## config.mk

```make
export PLATFORM = sky130hd
export DESIGN_NAME = mem_arbiter
export DESIGN_NICKNAME = d
export VERILOG_FILES = /design/src/rtl/mem_arb_pkg.sv /design/src/rtl/mem_arb_timeout.sv /design/src/rtl/mem_arbiter.sv
export SDC_FILE = /design/constraint.sdc
export NUM_CORES = 1
export LEC_CHECK = 0
export CAP_MARGIN = 15
export CORE_ASPECT_RATIO = 2
export CORE_MARGIN = 5
export CORE_UTILIZATION = 41
export DETAILED_ROUTE_END_ITERATION = 12
export PLACE_DENSITY = 0.77
export SLEW_MARGIN = 20
export SYNTH_ARGS = -nofsm -noshare
export SYNTH_HDL_FRONTEND = slang
export SYNTH_SLANG_ARGS = --single-unit
```

## constraint.sdc

```tcl
create_clock -name clk -period 2.44 [get_ports clk]
set_clock_uncertainty 0.2 [all_clocks]
set_input_delay 0.488 -clock clk [delete_from_list [all_inputs] [get_ports clk]]
set_output_delay 0.488 -clock clk [all_outputs]
set_load 0.05 [all_outputs]
```

## src/rtl/mem_arb_pkg.sv

```systemverilog
// Shared types and constants for the F/M shared-memory arbiter.
package mem_arb_pkg;

  localparam int unsigned ADDR_W = 32;
  localparam int unsigned DATA_W = 32;
  localparam int unsigned BE_W   = 4;

  localparam logic [BE_W-1:0] FETCH_BE = 4'hF;

  typedef enum logic [1:0] {
    IDLE  = 2'd0,
    FETCH = 2'd1,
    DATA  = 2'd2,
    DRAIN = 2'd3
  } state_t;

  // Memory command held on the mem_* pins from grant until ack.
  typedef struct packed {
    logic              we;
    logic [ADDR_W-1:0] addr;
    logic [DATA_W-1:0] wdata;
    logic [BE_W-1:0]   be;
  } mem_cmd_t;

endpackage

```

## src/rtl/mem_arb_timeout.sv

```systemverilog
// Watchdog for mem_arbiter: counts cycles while enabled and flags when TIMEOUT is reached.
module mem_arb_timeout #(
  parameter int unsigned TIMEOUT = 255,
  parameter int unsigned TO_W    = 8
) (
  input  logic clk,
  input  logic rst_n,
  input  logic clear,
  input  logic enable,
  output logic expired
);

  logic [TO_W-1:0] count;
  logic [TO_W-1:0] count_inc;

  assign count_inc = count + TO_W'(1);

  // Saturates once expired; the owner clears it on the next state change.
  always_ff @(posedge clk or negedge rst_n) begin
    if (!rst_n) begin
      count   <= '0;
      expired <= 1'b0;
    end else if (clear) begin
      count   <= '0;
      expired <= 1'b0;
    end else if (enable && !expired) begin
      count   <= count_inc;
      expired <= (count_inc == TO_W'(TIMEOUT));
    end
  end

endmodule

```

## src/rtl/mem_arbiter.sv

```systemverilog
// Shared single-port memory arbiter for the F and M pipeline stages (data over fetch).
// Optional access watchdog enabled by defining MEM_ARB_TIMEOUT_EN.
module mem_arbiter
  import mem_arb_pkg::*;
#(
  parameter int unsigned TIMEOUT = 255,
  parameter int unsigned TO_W    = 8
) (
  input  logic              clk,
  input  logic              rst_n,
  input  logic              if_req,
  input  logic [ADDR_W-1:0] if_addr,
  input  logic              flush_if,
  output logic [DATA_W-1:0] if_rdata,
  input  logic              dm_req,
  input  logic              dm_we,
  input  logic [ADDR_W-1:0] dm_addr,
  input  logic [DATA_W-1:0] dm_wdata,
  input  logic [BE_W-1:0]   dm_be,
  output logic [DATA_W-1:0] dm_rdata,
  output logic              ArbStall,
  output logic              mem_req,
  output logic              mem_we,
  output logic [ADDR_W-1:0] mem_addr,
  output logic [DATA_W-1:0] mem_wdata,
  output logic [BE_W-1:0]   mem_be,
  input  logic [DATA_W-1:0] mem_rdata,
  input  logic              mem_ack,
  output logic              bus_err
);

  if (64'(TIMEOUT) >= (64'd1 << TO_W)) begin : g_to_w_check
    $error("mem_arbiter: TO_W too narrow for TIMEOUT");
  end

  state_t            state, state_d;
  logic              if_ok, if_ok_d;
  logic              dm_ok, dm_ok_d;
  logic              mem_req_d;
  mem_cmd_t          cmd, cmd_d;
  logic [DATA_W-1:0] if_rdata_d, dm_rdata_d;
  logic              bus_err_d;
  logic              expired;

  assign ArbStall  = (if_req & ~if_ok) | (dm_req & ~dm_ok);
  assign mem_we    = cmd.we;
  assign mem_addr  = cmd.addr;
  assign mem_wdata = cmd.wdata;
  assign mem_be    = cmd.be;

`ifdef MEM_ARB_TIMEOUT_EN
  logic to_clear;
  logic to_enable;

  assign to_clear  = (state_d != state);
  assign to_enable = (state != IDLE);

  mem_arb_timeout #(
    .TIMEOUT (TIMEOUT),
    .TO_W    (TO_W)
  ) u_timeout (
    .clk     (clk),
    .rst_n   (rst_n),
    .clear   (to_clear),
    .enable  (to_enable),
    .expired (expired)
  );
`else
  assign expired = 1'b0;
`endif

  always_ff @(posedge clk or negedge rst_n) begin
    if (!rst_n) begin
      state    <= IDLE;
      if_ok    <= 1'b0;
      dm_ok    <= 1'b0;
      mem_req  <= 1'b0;
      cmd      <= '0;
      if_rdata <= '0;
      dm_rdata <= '0;
      bus_err  <= 1'b0;
    end else begin
      state    <= state_d;
      if_ok    <= if_ok_d;
      dm_ok    <= dm_ok_d;
      mem_req  <= mem_req_d;
      cmd      <= cmd_d;
      if_rdata <= if_rdata_d;
      dm_rdata <= dm_rdata_d;
      bus_err  <= bus_err_d;
    end
  end

  always_comb begin
    state_d    = state;
    if_ok_d    = if_ok;
    dm_ok_d    = dm_ok;
    mem_req_d  = mem_req;
    cmd_d      = cmd;
    if_rdata_d = if_rdata;
    dm_rdata_d = dm_rdata;
    bus_err_d  = 1'b0;

    // Flags live for one pipeline step; a redirect invalidates a finished fetch.
    if (!ArbStall) begin
      if_ok_d = 1'b0;
      dm_ok_d = 1'b0;
    end
    if (flush_if) begin
      if_ok_d = 1'b0;
    end

    case (state)
      IDLE: begin
        if (dm_req && !dm_ok) begin
          state_d     = DATA;
          mem_req_d   = 1'b1;
          cmd_d.we    = dm_we;
          cmd_d.addr  = dm_addr;
          cmd_d.wdata = dm_wdata;
          cmd_d.be    = dm_be;
        end else if (if_req && !if_ok && !flush_if) begin
          state_d    = FETCH;
          mem_req_d  = 1'b1;
          cmd_d.we   = 1'b0;
          cmd_d.addr = if_addr;
          cmd_d.be   = FETCH_BE;
        end
      end

      DATA: begin
        if (mem_ack) begin
          state_d   = IDLE;
          mem_req_d = 1'b0;
          dm_ok_d   = 1'b1;
          if (!cmd.we) begin
            dm_rdata_d = mem_rdata;
          end
        end else if (expired) begin
          state_d    = IDLE;
          mem_req_d  = 1'b0;
          dm_ok_d    = 1'b1;
          dm_rdata_d = '0;
          bus_err_d  = 1'b1;
        end
      end

      FETCH: begin
        if (mem_ack) begin
          state_d   = IDLE;
          mem_req_d = 1'b0;
          if (!flush_if) begin
            if_ok_d    = 1'b1;
            if_rdata_d = mem_rdata;
          end
        end else if (flush_if) begin
          state_d = DRAIN;
        end else if (expired) begin
          state_d    = IDLE;
          mem_req_d  = 1'b0;
          if_ok_d    = 1'b1;
          if_rdata_d = '0;
          bus_err_d  = 1'b1;
        end
      end

      DRAIN: begin
        // The abandoned fetch must still complete on the bus; its data is dropped.
        if (mem_ack) begin
          state_d   = IDLE;
          mem_req_d = 1'b0;
        end else if (expired) begin
          state_d   = IDLE;
          mem_req_d = 1'b0;
          bus_err_d = 1'b1;
        end
      end

      default: begin
        state_d   = IDLE;
        mem_req_d = 1'b0;
      end
    endcase
  end

endmodule
```

==> impl_results.md <==
* DIE AREA at 16,500 um2
* Yosys reg bits at 138
* Fmax at 427 MHz
* Dpl ws at 42.8 ps
* Ant. Diodes at 0
* Max-slew violation count at 0
* Chip height at between 150 and 200 um
* GRT Max-Usage Layer: met2
* TritonCTS clock tree: yes
* Final setup viols at 0
* Largest net degree at the start of global routing at 59
* Final Hold Vio Count at 0
* Clock sinks at 138
* Layout Nets at 842
* Ratio of cells with drive above 1 in the final layout at about 21%
* GRT met3 Usage at 5.45%
* CP endpoint kind: output pin
* Post-DP HPWL at 13,900 um
* Largest family of logic cells by synthesized area: multiplexers
* Min Tclk post-route at roughly 2300 ps
* Multiplexer area fraction after synthesis at 19.5%
* Maximum vdd drop at 0.00117 V
* CTS buffer count at 17
* Worst-Margin Slew at roughly 580 ps
* Clock Latency Late Sink at 400 ps
* Count leader, synth: dfrtp_1
* Adder-cell area share of the yosys netlist at 0%
* Req. time, crit path at 1750 ps
* DIE WIDTH at 93.4 um
* CP top delay family: buffers and inverters
* Clock root cell: clkbuf_16
* Worst EP arrival at 1650 ps
* DR DRC count at 0
* CP Max Fanout at 3
* Initial Utilization at 41.3%
* Post-synthesis net count at 571
* Initial antenna violation count at 0
* Row Count at 61
* Layout area overhead at 63.4%
* Vias per cell at between 5 and 6
* RSZ-0062 raised after global routing: false
* Crit path kind: register to output pin
* Crit path buffers/inverters at 1
* CP Launch Type: register
* Critical Path, Cell by Cell: clkdlybuf4s50_1
* Syn. warnings at 0
* GPL Wtd Cong at about 0.84
* Via count at 4,775
* Worst setup slack after layout at 98.4 ps
* Tightest Hold Check Type: register to register
* Met1 Use GR at 23.8%
* Synth top area cells: dfrtp_1 (61%), mux2_2 (16%), nor3_1 (5.7%), o22ai_1 (3.6%), nor4_1 (3.5%)
* DRT iter0 DRCs at 163
* Post-synth EDFFs at 0
* Max-Cap Viols at 0
* Average wire per standard cell at 20.4 um
* Clk slew on worst S/H paths at about 60 ps
* IO Port Bufs at 273
* Global-route wire length before repair at 28,600 um
* Setup_tns at 0 ps
* Max clock buf depth at 2
* Post-synth top area share at between 60% and 70%
* Simple-gate share of the synthesized area at between 10% and 20%
* Pwr/cell area at ~1700 nW/um2
* Post-synth top cells: dfrtp_1 (138), mux2_2 (82), nor3_1 (65), o22ai_1 (33), nor4_1 (32)
* Overflow after GRT at 0
* WL final at roughly 18,000 um
* H-tree Lvls at 4
* # Post-CTS Setup Buffers at 0
* Gr usage total at 22.5%
* Status: complete, no violations
* Mapped Cells at 432
* Sequential fraction of the synthesis area at 60.5%
* CP peak stage delay at just under 900 ps
* Slowest-stage cell, CP: clkdlybuf4s50_1
* Post-Syn Area at 5710 um2
* Drt first pass iters at 5
* Main synth FF type: dfrtp_1
* ANT nets after route at 0
* Cell variety after synth at 30
* Cell taking the most area after synthesis: dfrtp_1
* Mapped Avg Cell Area at around 13 um2
* Xor/xnor share of the synthesized area at 0%
* Compound-Gate Fraction of Synth Area at 5.24%
* LEAKAGE at 3.78 nW
* Max-slew headroom at approximately 61%
* Number of global-route vias before repair at between 5,000 and 6,000
* Met2 usage at 40.8%
* Async SR Flop Fraction at 100%
* IO Count at about 280
* Area of the core at between 10,000 and 15,000 um2
* Tcrit/Tclk final at 96.0%
==> metrics by stage <==
stage | cell area [um2] | power (mW) | hold WS (ps) | util [%] | instances
3_5_place_dp | 8700 | 13.4 | 212 | 63.0 | 872
3_3_place_gp | 8700 | 13.2 | 206 | 63.0 | 872
5_1_grt | 9330 | 16.7 | 313 | 67.5 | 905
6_report | 9330 | 16.0 | 289 | 67.5 | 905
4_1_cts | 9330 | 16.1 | 296 | 67.5 | 905
2_1_floorplan | 5710 | 10.1 | -7.59 | - | 432
==> path summary, 6_finish.rpt <==
| path | endpoint | cells past startpoint | start | slack, ps |
|---|---|---|---|---|
| setup / recovery | mem_we | 1 | mem_we | 100 |
| hold / removal | mem_be[3] | 1 | mem_be[3] | 290 |
| setup reg to reg | mem_addr[13] | 4 | state[1] | 350 |
| hold reg to reg | mem_be[3] | 1 | mem_be[3] | 290 |
| max in group asynchronous | mem_wdata[9] | 3 | rst_n | 1060 |
| min in group asynchronous | mem_addr[12] | 2 | rst_n | 340 |
==> cell usage in the layout (no fill, tap or decap), types with 7 or more instances in the layout <==
cell,count
nor3_1,64
buf_4,11
mux2_2,82
o22ai_1,33
buf_12,7
nor4_1,32
clkdlybuf4s50_1,271
dfrtp_1,138
mux2_4,9
clkbuf_16,17
==> cell families after synthesis <==
kind of cell / after synthesis
AOI/OAI and AO/OA: 46
muxes: 96
DFF: 138
buffers and inverters: 44
and+or+nand+nor: 107
other: 1
==> routing by layer <==
layer | routed length, um | up-vias
li1 | - | 2153
met1 | 6240 | 2344
met2 | 10200 | 240
met3 | 1370 | 38
met4 | 640 | 0
met5 | 0 | -
==> layout make-up <==
type / instances / area, um2
fillers: 1003 / 4490
flip-flops and latches: 138 / 3450
repair buffers: 291 / 2960
multi-input cells: 250 / 2050
clock buffers: 18 / 429
well taps: 189 / 236
clock inverters: 14 / 185
inverters: 5 / 18.8
==> where the power goes <==
part	internal (mW)	leakage, nW	switching [mW]	total, mW
Sequential	3.45	1.64	0.740	4.19
Clock	1.64	0.296	1.03	2.66
Combinational	3.34	1.84	5.80	9.13
Total	8.43	3.78	7.56	16.0
==> what timing repair did <==
item	4_1_cts	5_1_grt
resized for setup	0	0
hold buffers	1	0
hold endpoints to repair	34	0
==> registers in the layout, indices dropped and copies added (netlist names), 2 cells and up <==
signal     count
dm_rdata      32
if_rdata      32
mem_addr      32
mem_be         4
mem_wdata     32
state          2
Power figures use the tool's default switching activity.
==> RTL change (config.mk and constraints unchanged) <==
Encoding of `state_t`: now one-hot (4 bits for 4 states).
--- a/src/rtl/mem_arb_pkg.sv
+++ b/src/rtl/mem_arb_pkg.sv
@@ -7,11 +7,11 @@
 
   localparam logic [BE_W-1:0] FETCH_BE = 4'hF;
 
-  typedef enum logic [1:0] {
-    IDLE  = 2'd0,
-    FETCH = 2'd1,
-    DATA  = 2'd2,
-    DRAIN = 2'd3
+  typedef enum logic [3:0] {
+    IDLE  = 4'b0001,
+    FETCH = 4'b0010,
+    DATA  = 4'b0100,
+    DRAIN = 4'b1000
   } state_t;
 
   // Memory command held on the mem_* pins from grant until ack.
Check against the original RTL: no difference found for any inputs over 4 cycles, from zero or initial values and one cycle with rst_n low; so few cycles prove little.
==> RTL change against the unedited design <==
- global-route usage is 2.2 points lower
- critical endpoint is now mem_req
- wire length decreased by 10%
- synthesized area is 0.37% higher
- total power down 2.2%
- worst setup slack improved by 8.2 ps
- sequential cell count rose by 2
- register-to-register slack got worse by 170 ps
- critical path type unchanged
- first-iteration DRC count shrank 61%
- via count decreased by 16%
- final area up 0.95%
==> RTL change: results (changes against the unedited design) <==
metric;value;unit;change
PostCTS Resize Cnt;0;;unchanged
status;completed;;
via count of the first global-routing pass;4619;;-13%
wire length of the first global-routing pass;25700;um;-10%
combined global-route utilization of all metal layers;20.3;%;-2.2 points
yosys warns;0;;unchanged
CTS root buf;sky130_fd_sc_hd__clkbuf_16;;
portion of the post-synthesis area used by sequential elements;61.2;%;+0.67 points
synth unique cells;34;;+13%
gp weighted congestion;0.781;;-7.6%
# diodes;0;;unchanged
fraction of final layout cells sized beyond drive strength 1;32.4;%;+12 points
CTS Hold Bufs;1;;unchanged
highest net fanout along the worst path;3;;unchanged
clock latency reported for the late side of the worst-skew pair;400;ps;about the same
wire length per cell;19.7;um;-3.6%
leakage power of the design;4.06;nW;+7.4%
clock transition at the registers of the reported paths;60;ps;about the same
cell types occupying the most area after synthesis;sky130_fd_sc_hd__dfrtp_1 (61%), sky130_fd_sc_hd__mux2_2 (29%), sky130_fd_sc_hd__mux2_4 (3.7%);;
post-placement worst setup slack;-151;ps;-193 ps
filler cell count;1011;;+0.80%
asr flop ratio synth;100;%;unchanged
ranking of synthesized cells by instance count;sky130_fd_sc_hd__mux2_2 (146), sky130_fd_sc_hd__dfrtp_1 (139), sky130_fd_sc_hd__mux2_4 (14);;
switching power share of the total;45.4;%;-1.9 points
power in combinational cells;0.00885;W;-3.1%
top_reg_cell synth;sky130_fd_sc_hd__dfrtp_1;;
Slew Limit Headroom;60.1;%;-0.76 points
antenna violations before repair;0;;unchanged
final HPWL from detailed placement;12800;um;-7.6%
Worst Path Arrival;1650;ps;about the same
worst-path cell with the longest stage delay;sky130_fd_sc_hd__clkdlybuf4s50_1;;
Pre-Repair DR Iteration Count;4;;-1
Iter 0 DRT Violations;63;;-61%
net count after synthesis;496;;-13%
maximum number of pins on one net before global-route repair;49;;-17%
Post CTS Setup Buffer Count;0;;unchanged
routed via count;4026;;-16%
net count reported at finish;782;;-7.1%
Worst VDD drop;1.03;mV;-12%
RTL change: final cells by class:
cell class | instances | area share, %
Tap cell | 189 | 2.51
Timing Repair Buffer | 286 | 31.1
Clock inverter | 13 | 1.89
Clock buffer | 18 | 4.67
Multi-Input combinational cell | 193 | 22.4
Sequential cell | 140 | 37.2
Inverter | 5 | 0.199
RTL change: metal layers:
metal  wire [um]  vias to the layer above  global-route usage [%]  part of all wire (%)
met5           0                        -                       0                     0
met4         440                        0                    6.81                   2.6
met3        1050                       25                    5.96                   6.3
met2        9500                      148                    38.0                    57
met1        5630                     2005                    21.2                    34
li1            -                     1848                       -                     -
RTL change: worst paths after layout:
path	end	slack, ps	from	depth (start not counted)
setup / recovery	mem_req	110	mem_req	1
hold / removal	if_rdata[23]	300	if_rdata[23]	1
setup reg to reg	mem_wdata[19]	180	state[0]	4
hold reg to reg	if_rdata[23]	300	if_rdata[23]	1
max in group asynchronous	dm_rdata[23]	1010	rst_n	3
min in group asynchronous	dm_rdata[13]	410	rst_n	2
RTL change: logic make-up after synthesis:
family | after synthesis | share of synthesized area [%]
DFF | 140 | 61.2
buffers and inverters | 24 | 2.18
other | 1 | 0.0655
muxes | 160 | 32.4
AOI/OAI and AO/OA | 16 | 2.21
xor gates and xnor gates | 1 | 0.153
and+or+nand+nor | 15 | 1.83
RTL change: stage by stage:
stage / cells / power [W] / area, sq um / util (%)
after floorplan: 357 / 0.00984 / 5730 / -
after CTS: 844 / 0.0158 / 9410 / 68.1
final: 844 / 0.0156 / 9410 / 68.1
after global routing: 844 / 0.0163 / 9410 / 68.1
after global placement: 812 / 0.0129 / 8790 / 63.6
after detailed placement: 812 / 0.0131 / 8790 / 63.6
